### src/rtl/qpsk_tx_framer.sv
// Frame symbol source for the QPSK modulator: preamble, sync, length, payload, XOR checksum as 2-bit symbols.
// symbol_out is registered and advances one symbol per mod_req edge; s_ready drops when the payload FIFO is full.

module qpsk_tx_fifo #(
    parameter int W     = 8,
    parameter int DEPTH = 16
) (
    input  logic         clk,
    input  logic         rst_n,
    input  logic         wr_vld,
    input  logic [W-1:0] wr_dat,
    output logic         wr_rdy,
    input  logic         rd_en,
    output logic         rd_vld,
    output logic [W-1:0] rd_dat
);
    localparam int AW = $clog2(DEPTH);
    localparam int PW = AW + 1;

    logic [PW-1:0] wr_ptr;
    logic [PW-1:0] rd_ptr;
    logic [W-1:0]  mem [DEPTH];

    assign wr_rdy = !((wr_ptr[AW] != rd_ptr[AW]) && (wr_ptr[AW-1:0] == rd_ptr[AW-1:0]));
    assign rd_vld = (wr_ptr != rd_ptr);
    assign rd_dat = mem[rd_ptr[AW-1:0]];

    always_ff @(posedge clk or negedge rst_n) begin
        if (!rst_n) begin
            wr_ptr <= '0;
            rd_ptr <= '0;
        end else begin
            if (wr_vld && wr_rdy) wr_ptr <= wr_ptr + PW'(1);
            if (rd_en && rd_vld)  rd_ptr <= rd_ptr + PW'(1);
        end
    end

    always_ff @(posedge clk) begin
        if (wr_vld && wr_rdy) mem[wr_ptr[AW-1:0]] <= wr_dat;
    end
endmodule

module qpsk_tx_framer #(
    parameter int          PREAMBLE_SYMS = 16,
    parameter logic [15:0] SYNC_WORD     = 16'hD391,
    parameter int          FIFO_DEPTH    = 16
) (
    input  logic       clk,
    input  logic       reset,
    input  logic [7:0] s_data,
    input  logic       s_valid,
    output logic       s_ready,
    input  logic       frame_start,
    input  logic [7:0] frame_len,
    output logic       frame_ready,
    input  logic       mod_req,
    output logic [1:0] symbol_out,
    output logic       tx_active,
    output logic       frame_done,
    output logic       underrun_err
);
    localparam int CNT_W = (PREAMBLE_SYMS > 8) ? $clog2(PREAMBLE_SYMS) : 3;
    localparam logic [CNT_W-1:0] PRE_LAST = CNT_W'(PREAMBLE_SYMS - 1);

    typedef enum logic [2:0] {IDLE, PREAMBLE, SYNC, LEN, PAYLOAD, CKSUM} state_t;

    state_t           state, state_nxt;
    logic [CNT_W-1:0] cnt, cnt_nxt, cnt_inc;
    logic [1:0]       sym_nxt;
    logic [7:0]       len_q, len_nxt;
    logic [7:0]       cksum_q, cksum_nxt;
    logic [7:0]       byte_q, byte_nxt;
    logic [7:0]       left_q, left_nxt;
    logic             under_nxt;
    logic             done_nxt;
    logic             want_byte;
    logic             pop;
    logic [15:0]      sync_sh;
    logic             fifo_vld;
    logic [7:0]       fifo_dat;

    function automatic logic [1:0] pick(input logic [7:0] b, input logic [1:0] idx);
        case (idx)
            2'd0:    return b[7:6];
            2'd1:    return b[5:4];
            2'd2:    return b[3:2];
            default: return b[1:0];
        endcase
    endfunction

    qpsk_tx_fifo #(.W(8), .DEPTH(FIFO_DEPTH)) u_fifo (
        .clk    (clk),
        .rst_n  (reset),
        .wr_vld (s_valid),
        .wr_dat (s_data),
        .wr_rdy (s_ready),
        .rd_en  (pop),
        .rd_vld (fifo_vld),
        .rd_dat (fifo_dat)
    );

    assign tx_active   = (state != IDLE);
    assign frame_ready = (state == IDLE);

    always_comb begin
        state_nxt = state;
        cnt_nxt   = cnt;
        sym_nxt   = symbol_out;
        len_nxt   = len_q;
        cksum_nxt = cksum_q;
        byte_nxt  = byte_q;
        left_nxt  = left_q;
        under_nxt = underrun_err;
        done_nxt  = 1'b0;
        want_byte = 1'b0;
        pop       = 1'b0;
        cnt_inc   = cnt + CNT_W'(1);
        sync_sh   = SYNC_WORD << {cnt_inc[2:0], 1'b0};

        case (state)
            IDLE: begin
                if (frame_start) begin
                    state_nxt = PREAMBLE;
                    cnt_nxt   = '0;
                    sym_nxt   = 2'b00;
                    len_nxt   = frame_len;
                    cksum_nxt = 8'h00;
                    under_nxt = 1'b0;
                end
            end
            PREAMBLE: begin
                if (mod_req) begin
                    if (cnt == PRE_LAST) begin
                        state_nxt = SYNC;
                        cnt_nxt   = '0;
                        sym_nxt   = SYNC_WORD[15:14];
                    end else begin
                        cnt_nxt = cnt_inc;
                        sym_nxt = cnt_inc[0] ? 2'b11 : 2'b00;
                    end
                end
            end
            SYNC: begin
                if (mod_req) begin
                    if (cnt[2:0] == 3'd7) begin
                        state_nxt = LEN;
                        cnt_nxt   = '0;
                        sym_nxt   = len_q[7:6];
                    end else begin
                        cnt_nxt = cnt_inc;
                        sym_nxt = sync_sh[15:14];
                    end
                end
            end
            LEN: begin
                if (mod_req) begin
                    if (cnt[1:0] == 2'd3) begin
                        if (len_q == 8'd0) begin
                            state_nxt = CKSUM;
                            cnt_nxt   = '0;
                            sym_nxt   = cksum_q[7:6];
                        end else begin
                            want_byte = 1'b1;
                        end
                    end else begin
                        cnt_nxt = cnt_inc;
                        sym_nxt = pick(len_q, cnt_inc[1:0]);
                    end
                end
            end
            PAYLOAD: begin
                if (mod_req) begin
                    if (cnt[1:0] == 2'd3) begin
                        if (left_q == 8'd0) begin
                            state_nxt = CKSUM;
                            cnt_nxt   = '0;
                            sym_nxt   = cksum_q[7:6];
                        end else begin
                            want_byte = 1'b1;
                        end
                    end else begin
                        cnt_nxt = cnt_inc;
                        sym_nxt = pick(byte_q, cnt_inc[1:0]);
                    end
                end
            end
            CKSUM: begin
                if (mod_req) begin
                    if (cnt[1:0] == 2'd3) begin
                        state_nxt = IDLE;
                        cnt_nxt   = '0;
                        sym_nxt   = 2'b00;
                        done_nxt  = 1'b1;
                    end else begin
                        cnt_nxt = cnt_inc;
                        sym_nxt = pick(cksum_q, cnt_inc[1:0]);
                    end
                end
            end
            default: state_nxt = IDLE;
        endcase

        // An empty FIFO leaves state and symbol untouched so the next mod_req retries the pop.
        if (want_byte) begin
            if (fifo_vld) begin
                pop       = 1'b1;
                byte_nxt  = fifo_dat;
                cksum_nxt = cksum_q ^ fifo_dat;
                state_nxt = PAYLOAD;
                cnt_nxt   = '0;
                sym_nxt   = fifo_dat[7:6];
                left_nxt  = (state == LEN) ? (len_q - 8'd1) : (left_q - 8'd1);
            end else begin
                under_nxt = 1'b1;
            end
        end
    end

    always_ff @(posedge clk or negedge reset) begin
        if (!reset) begin
            state        <= IDLE;
            cnt          <= '0;
            symbol_out   <= 2'b00;
            len_q        <= 8'h00;
            cksum_q      <= 8'h00;
            byte_q       <= 8'h00;
            left_q       <= 8'h00;
            underrun_err <= 1'b0;
            frame_done   <= 1'b0;
        end else begin
            state        <= state_nxt;
            cnt          <= cnt_nxt;
            symbol_out   <= sym_nxt;
            len_q        <= len_nxt;
            cksum_q      <= cksum_nxt;
            byte_q       <= byte_nxt;
            left_q       <= left_nxt;
            underrun_err <= under_nxt;
            frame_done   <= done_nxt;
        end
    end
endmodule

### config.mk
export PLATFORM = sky130hd
export DESIGN_NAME = qpsk_tx_framer
export DESIGN_NICKNAME = d
export VERILOG_FILES = /design/src/rtl/qpsk_tx_framer.sv
export SDC_FILE = /design/constraint.sdc
export NUM_CORES = 1
export LEC_CHECK = 0
export BUFFER_PORTS_ARGS = -buffer_cell sky130_fd_sc_hd__buf_2
export CAP_MARGIN = 20
export CORE_ASPECT_RATIO = 1.5
export CORE_MARGIN = 1.5
export CORE_UTILIZATION = 60
export CTS_BUF_LIST = sky130_fd_sc_hd__clkbuf_16
export DETAILED_ROUTE_END_ITERATION = 7
export PLACE_DENSITY = 0.85
export SYNTH_ARGS = -nofsm -noshare
export SYNTH_HDL_FRONTEND = slang
export SYNTH_SLANG_ARGS = --single-unit
### constraint.sdc
create_clock -name clk -period 3 [get_ports clk]
set_clock_uncertainty 0.2 [all_clocks]
set_input_delay 0.45 -clock clk [delete_from_list [all_inputs] [get_ports clk]]
set_output_delay 0.45 -clock clk [all_outputs]
set_load 0.02 [all_outputs]
# Word-level counts from Yosys, hierarchy flattened
# Memory sizes are Yosys's and may differ from the RTL's.
# Index checks and enable logic that the tools add are counted.
# word_totals
ff_bits	53
ram_bits	128
inputBits	21
out_inout_bits	7
elab_cells	118
n_memories	1
# memory_table
memory	words	word_bits	rd	rd_clocked_by_memory_dff	write_ports	line_no	source
u_fifo.mem	16	8	1	0	1	22	logic [W-1:0] mem [DEPTH];
# classes
add_sub_neg	5
n_eq_ne	13
n_shift	1
n_mux	75
bitwise_logic	1
reduce_logical	11
# ops
cell	n
two-way mux 4 bit	15
two-way mux 3 bit	15
two-way mux 8 bit	5
two-way mux 2 bit	16
one-hot mux 4 bit (6 select lines)	1
one-hot mux 2 bit (3 select lines)	3
one-hot mux 3 bit (6 select lines)	1
two-way mux 1 bit	17
logical NOT 8 bit	2
<< shifter 16 x 4 -> 16 bit, first input constant	1
subtractor 8 x 1 -> 8 bit, second input constant	2
one-hot mux 2 bit (6 select lines)	1
adder 5 x 1 -> 5 bit, second input constant	2
equality test 3 bit, second input constant	3
bitwise XOR 8 bit	1
equality test 3 x 2 -> 1 bit, second input constant	2
!= test 5 bit	1
adder 4 x 1 -> 4 bit, second input constant	1
equality test 2 bit, second input constant	2
equality test 4 bit	1
equality test 4 bit, second input constant	1
AND reduction 2 bit	2
equality test 3 x 1 -> 1 bit, second input constant	1
logical AND 1 bit	3
7 further kinds	7

# Depth between registers and ports, before layout
# depth
word_depth	8
depth_mapped	10
ltp_nobuf	9

# Modules after synthesis
# Synthesis repeated with hierarchy kept, for this count alone.
# unflattened
cells_unflattened	641
hier_area_um2	8629.5
# modules_own_cells
mod	n_inst	cells_per_inst	area_per_inst_um2	seq_area_each_um2
qpsk_tx_fifo	1	284	5594.1	4093.9
qpsk_tx_framer	1	357	3035.4	1076.0

# Worst setup path after synthesis
# OpenSTA, ideal clock, no wires.
# synth_timing
path_type	register to register
start	reg cnt[0]
end	reg symbol_out[0]
setup_ns	0.128
arrival_ns	2.465
slack_ns	0.208
stages_incl_launch_ff	11
path_buffers	1
period_less_slack_ns	2.792
cell_sequence	dfrtp_1 ha_1 clkbuf_1 inv_1 ha_1 mux2i_1 o211a_1 a2111oi_0 o311ai_0 o21bai_1 nand3_1
# synth_via
elab_chain_cells	8
word_cells_on_any_way	30
# synth_lines
item	line_no	source
start, declared	68	logic [CNT_W-1:0] cnt, cnt_nxt, cnt_inc;
start signal, assigned	232	cnt <= cnt_nxt;
adder 4 x 1 -> 4 bit	117	cnt_inc = cnt + CNT_W'(1);
equality test 2 bit, or another cell as far along	83	case (idx)
one-hot mux 2 bit (3 select lines)	83	
two-way mux 2 bit (on tied branches)	189, 157, 173	
two-way mux 2 bit (on tied branches)	188, 156, 172	
one-hot mux 2 bit (6 select lines)	120	case (state)
two-way mux 2 bit	205	if (fifo_vld) begin
two-way mux 2 bit *	204	if (want_byte) begin
net sym_nxt[0]	69	logic [1:0] sym_nxt;
end signal, assigned	233	symbol_out <= sym_nxt;
end, declared	57	output logic [1:0] symbol_out,
# The timed path passes the listed nets; every way through them passes the cells marked *.
# A chain may end at the register's enable or synchronous reset.

# Worst setup path after layout
# layout_timing
start	reg cnt[1]
end	reg symbol_out[0]
# The elaborated chain is that of the path after synthesis.

==> summary.md <==
| Metric | Value |
|---|---|
| Slew headroom | `0.458` |
| Sw frac | `0.344` |
| DP Cell Count | `798` |
| Die Height | `148 um` |
| First-pass GRT wire length | `30400 um` |
| Clk Tree Root Cell | `clkbuf_16` |
| Mapped Nets | `642` |
| RePlAce Congestion | `0.950` |
| Leak pwr | `0.00354 uW` |
| Fmax | `366 MHz` |
| FF-to-FF Start | `cnt[1]$_DFF_PN0_` |
| Width of the die | `99.7 um` |
| Detailed-route DRC error count | `0` |
| Buffer levels on the longest clock path | `2` |
| Area share of the largest cell type after synthesis | `0.457` |
| Post-synth top area cell | `edfxtp_1` |
| Warnings, synthesis | `0` |
| Congestion Overflow GR | `0` |
| Area Growth Syn to Fin | `12.1%` |
| Setup TNS | `0 ps` |
| Largest net degree at the start of global routing | `46` |
| Post-synth EDFFs | `128` |
| Post-synthesis average cell area | `13.9 um^2` |
| Setup violations, final | `0` |
| CP Data Arrival Time | `2910 ps` |
| Rows | `52` |
| Number of fill cells | `911` |
| Clock sink count | `181` |
| Drt wl/cell | `23.0 um` |
| Critical path origin | `cnt[1]$_DFF_PN0_` |
| Distinct cells, synth | `67` |
| I/O pin total | `28` |
| Layout Cells excl Fill | `832` |
| H-tree lvl count | `4` |
| Worst Path Required | `3170 ps` |
| Drt total wl | `19200 um` |
| Min Clock Period, post-route | `2740 ps` |
| Worst setup EP type | `flop` |
| Antenna fix cells | `0` |
| Worst ir drop on vdd | `0.583 mV` |
| Min-Delay Startpoint | `frame_len[1]` |
| Fin crit share | `0.912` |
| Worst Tran Pin Value | `808 ps` |
| PD cells | `873 nW/um^2` |
| Initial Utilization | `0.619` |
| Drt first pass iters | `6` |
| Detailed Place HPWL | `13100 um` |
| Reg power frac | `0.418` |
| DIE AREA | `14800 um^2` |
| Clock power frac | `0.260` |
| Via density | `6.54` |
| Run status | `complete, no violations` |
| Post-Place Setup Slack | `282 ps` |
| Worst-path clk slew | `70 ps` |
| Final Hold Fails | `0` |
| WS Path Type | `flop to flop` |
| Initial antenna violation count | `0` |
| Final max-slew violation count | `0` |
| Async set or reset register ratio after synthesis | `0.293` |
| Seq cells post-synth | `181` |
| CTS tree | `yes` |
| Final WS setup | `264 ps` |
| Via count | `5444` |
| DRT antenna net count | `0` |
| Main flop type after synthesis | `edfxtp_1` |
| Cell-internal power | `5410 uW` |
| Psw | `2840 uW` |
| Logic pwr share | `0.322` |
| RSZ-0062 raised after global routing | `no` |
| Gr usage total | `0.279` |
| I/O Buffers | `27` |
| Clk Latency, worst-skew pair | `440 ps` |
| Mapped Cells | `607` |
| Post-synthesis cell area | `8420 um^2` |
| Placeable Area | `13600 um^2` |
| Seq/Total Area, Yosys | `0.614` |
| Synth top area cells | `edfxtp_1 46%, dfrtp_1 16%, mux4_2 8.6%, mux2i_1 3.2%, nand2_1 2.8%` |
| Via count of the first global-routing pass | `5596` |
| Layout cells sized above 1 | `0.224` |
| Worst min path class | `input port to flop` |
| Starting DRC count in detailed routing | `389` |
| Worst Path Max Fanout | `17` |
| Inserted Clock Buffers | `17` |
| # nets final | `692` |
| CP Launch Type | `flop` |
| Layout Utilization | `0.694` |
| Max-cap viol count | `0` |
==> per-layer routing <==
| metal | track usage | share of wire | vias to the layer above |
|---|---|---|---|
| li1 | - | - | 2419 |
| met1 | 0.319 | 0.37 | 2734 |
| met2 | 0.487 | 0.53 | 223 |
| met3 | 0.0569 | 0.045 | 68 |
| met4 | 0.154 | 0.052 | 0 |
| met5 | 0 | 0 | - |
==> cell usage in the layout (no fill, tap or decap), types with 12 or more instances in the layout <==
master     instances
a21oi_1           25
buf_2             27
buf_4             36
clkbuf_16         17
dfrtp_1           52
edfxtp_1         128
ha_1              14
inv_1             15
mux2i_1           27
mux4_2            32
nand2_1           63
nand3_1           13
nor2_1            31
nor2b_1           12
nor3_1            16
o21ai_0           28
==> flip-flops by register name (all words and copies together), names as in the netlist <==
signal	flops
byte_q	8
cksum_q	8
cnt	4
frame_done	1
left_q	8
len_q	8
state	3
symbol_out	2
u_fifo.mem	128
u_fifo.rd_ptr	5
u_fifo.wr_ptr	5
underrun_err	1
==> power by group through the flow <==
stage               clock network, uW  registers (uW)  logic, uW
floorplan                           0            3370       1920
global placement                    0            3450       2500
detailed placement                  0            3480       2590
CTS                              2170            3430       2630
global route                     2280            3480       2880
finish                           2140            3450       2650
==> cell usage after synthesis (all sizes together), types with 3 or more instances <==
cell,instances
nor3,17
nor4,3
xor2,4
dfrtp,53
mux4,32
a211oi,13
mux2,9
nor2,31
o21ai,29
nor2b,12
a222oi,6
clkbuf,9
o211ai,3
ha,14
a31oi,5
a21oi,26
inv,13
xnor2,11
nand2,65
o22ai,3
nand2b,9
nand4,6
edfxtp,128
and2,4
nand3,13
mux2i,27
buf,25
==> metrics by stage <==
| step | total power (uW) | area (um^2) | hold WS [ps] |
|---|---|---|---|
| floorplan | 5290 | 8420 | -45.6 |
| global placement | 5950 | 8840 | 271 |
| detailed placement | 6070 | 8840 | 271 |
| CTS | 8230 | 9410 | 0.0772 |
| global route | 8640 | 9440 | 36.8 |
| finish | 8240 | 9440 | 42.2 |
==> worst paths after layout <==
path	end	slack [ps]	cells after the start
hold / removal	len_q[1]$_DFFE_PN0P_	40	2
setup / recovery	symbol_out[0]$_DFF_PN0_	260	8
hold reg to reg	byte_q[6]$_DFFE_PN0P_	290	2
min in group asynchronous	left_q[6]$_DFFE_PN0P_	220	2
setup reg to reg	symbol_out[0]$_DFF_PN0_	260	8
max in group asynchronous	state[1]$_DFF_PN0_	1700	4
==> logic make-up after synthesis <==
kind of cell,synth area share
flops,0.614
fa+ha+maj,0.0208
mux,0.130
simple gates,0.104
buf+inv,0.0282
compound gates,0.0877
xor+xnor,0.0156
==> critical path, stage by stage (launching register included) <==
cell	delay, ps
dfrtp_1	430
ha_1	240
buf_4	200
nand2_1	210
a311oi_1	100
o2bb2ai_2	660
nand3_1	310
o21bai_1	240
nand3_1	90
==> area by class of cell <==
cell class	instances	area (um^2)	share of cell area
inverter	13	48.8	0.00517
clock buffer	17	425	0.0451
sequential	181	5170	0.548
tap	162	203	0.0215
multi-input combinational	379	3010	0.319
timing repair buffer	65	435	0.0461
clock inverter	15	144	0.0152
==> timing repair <==
action | CTS | global route
hold buffers | 0 | 1
gates resized for setup | 0 | 1
endpoints found under the setup margin | 0 | 1
endpoints found under the hold margin | 0 | 10
buffers inserted | 0 | 0
No activity file was read; power rests on OpenSTA's default activity.
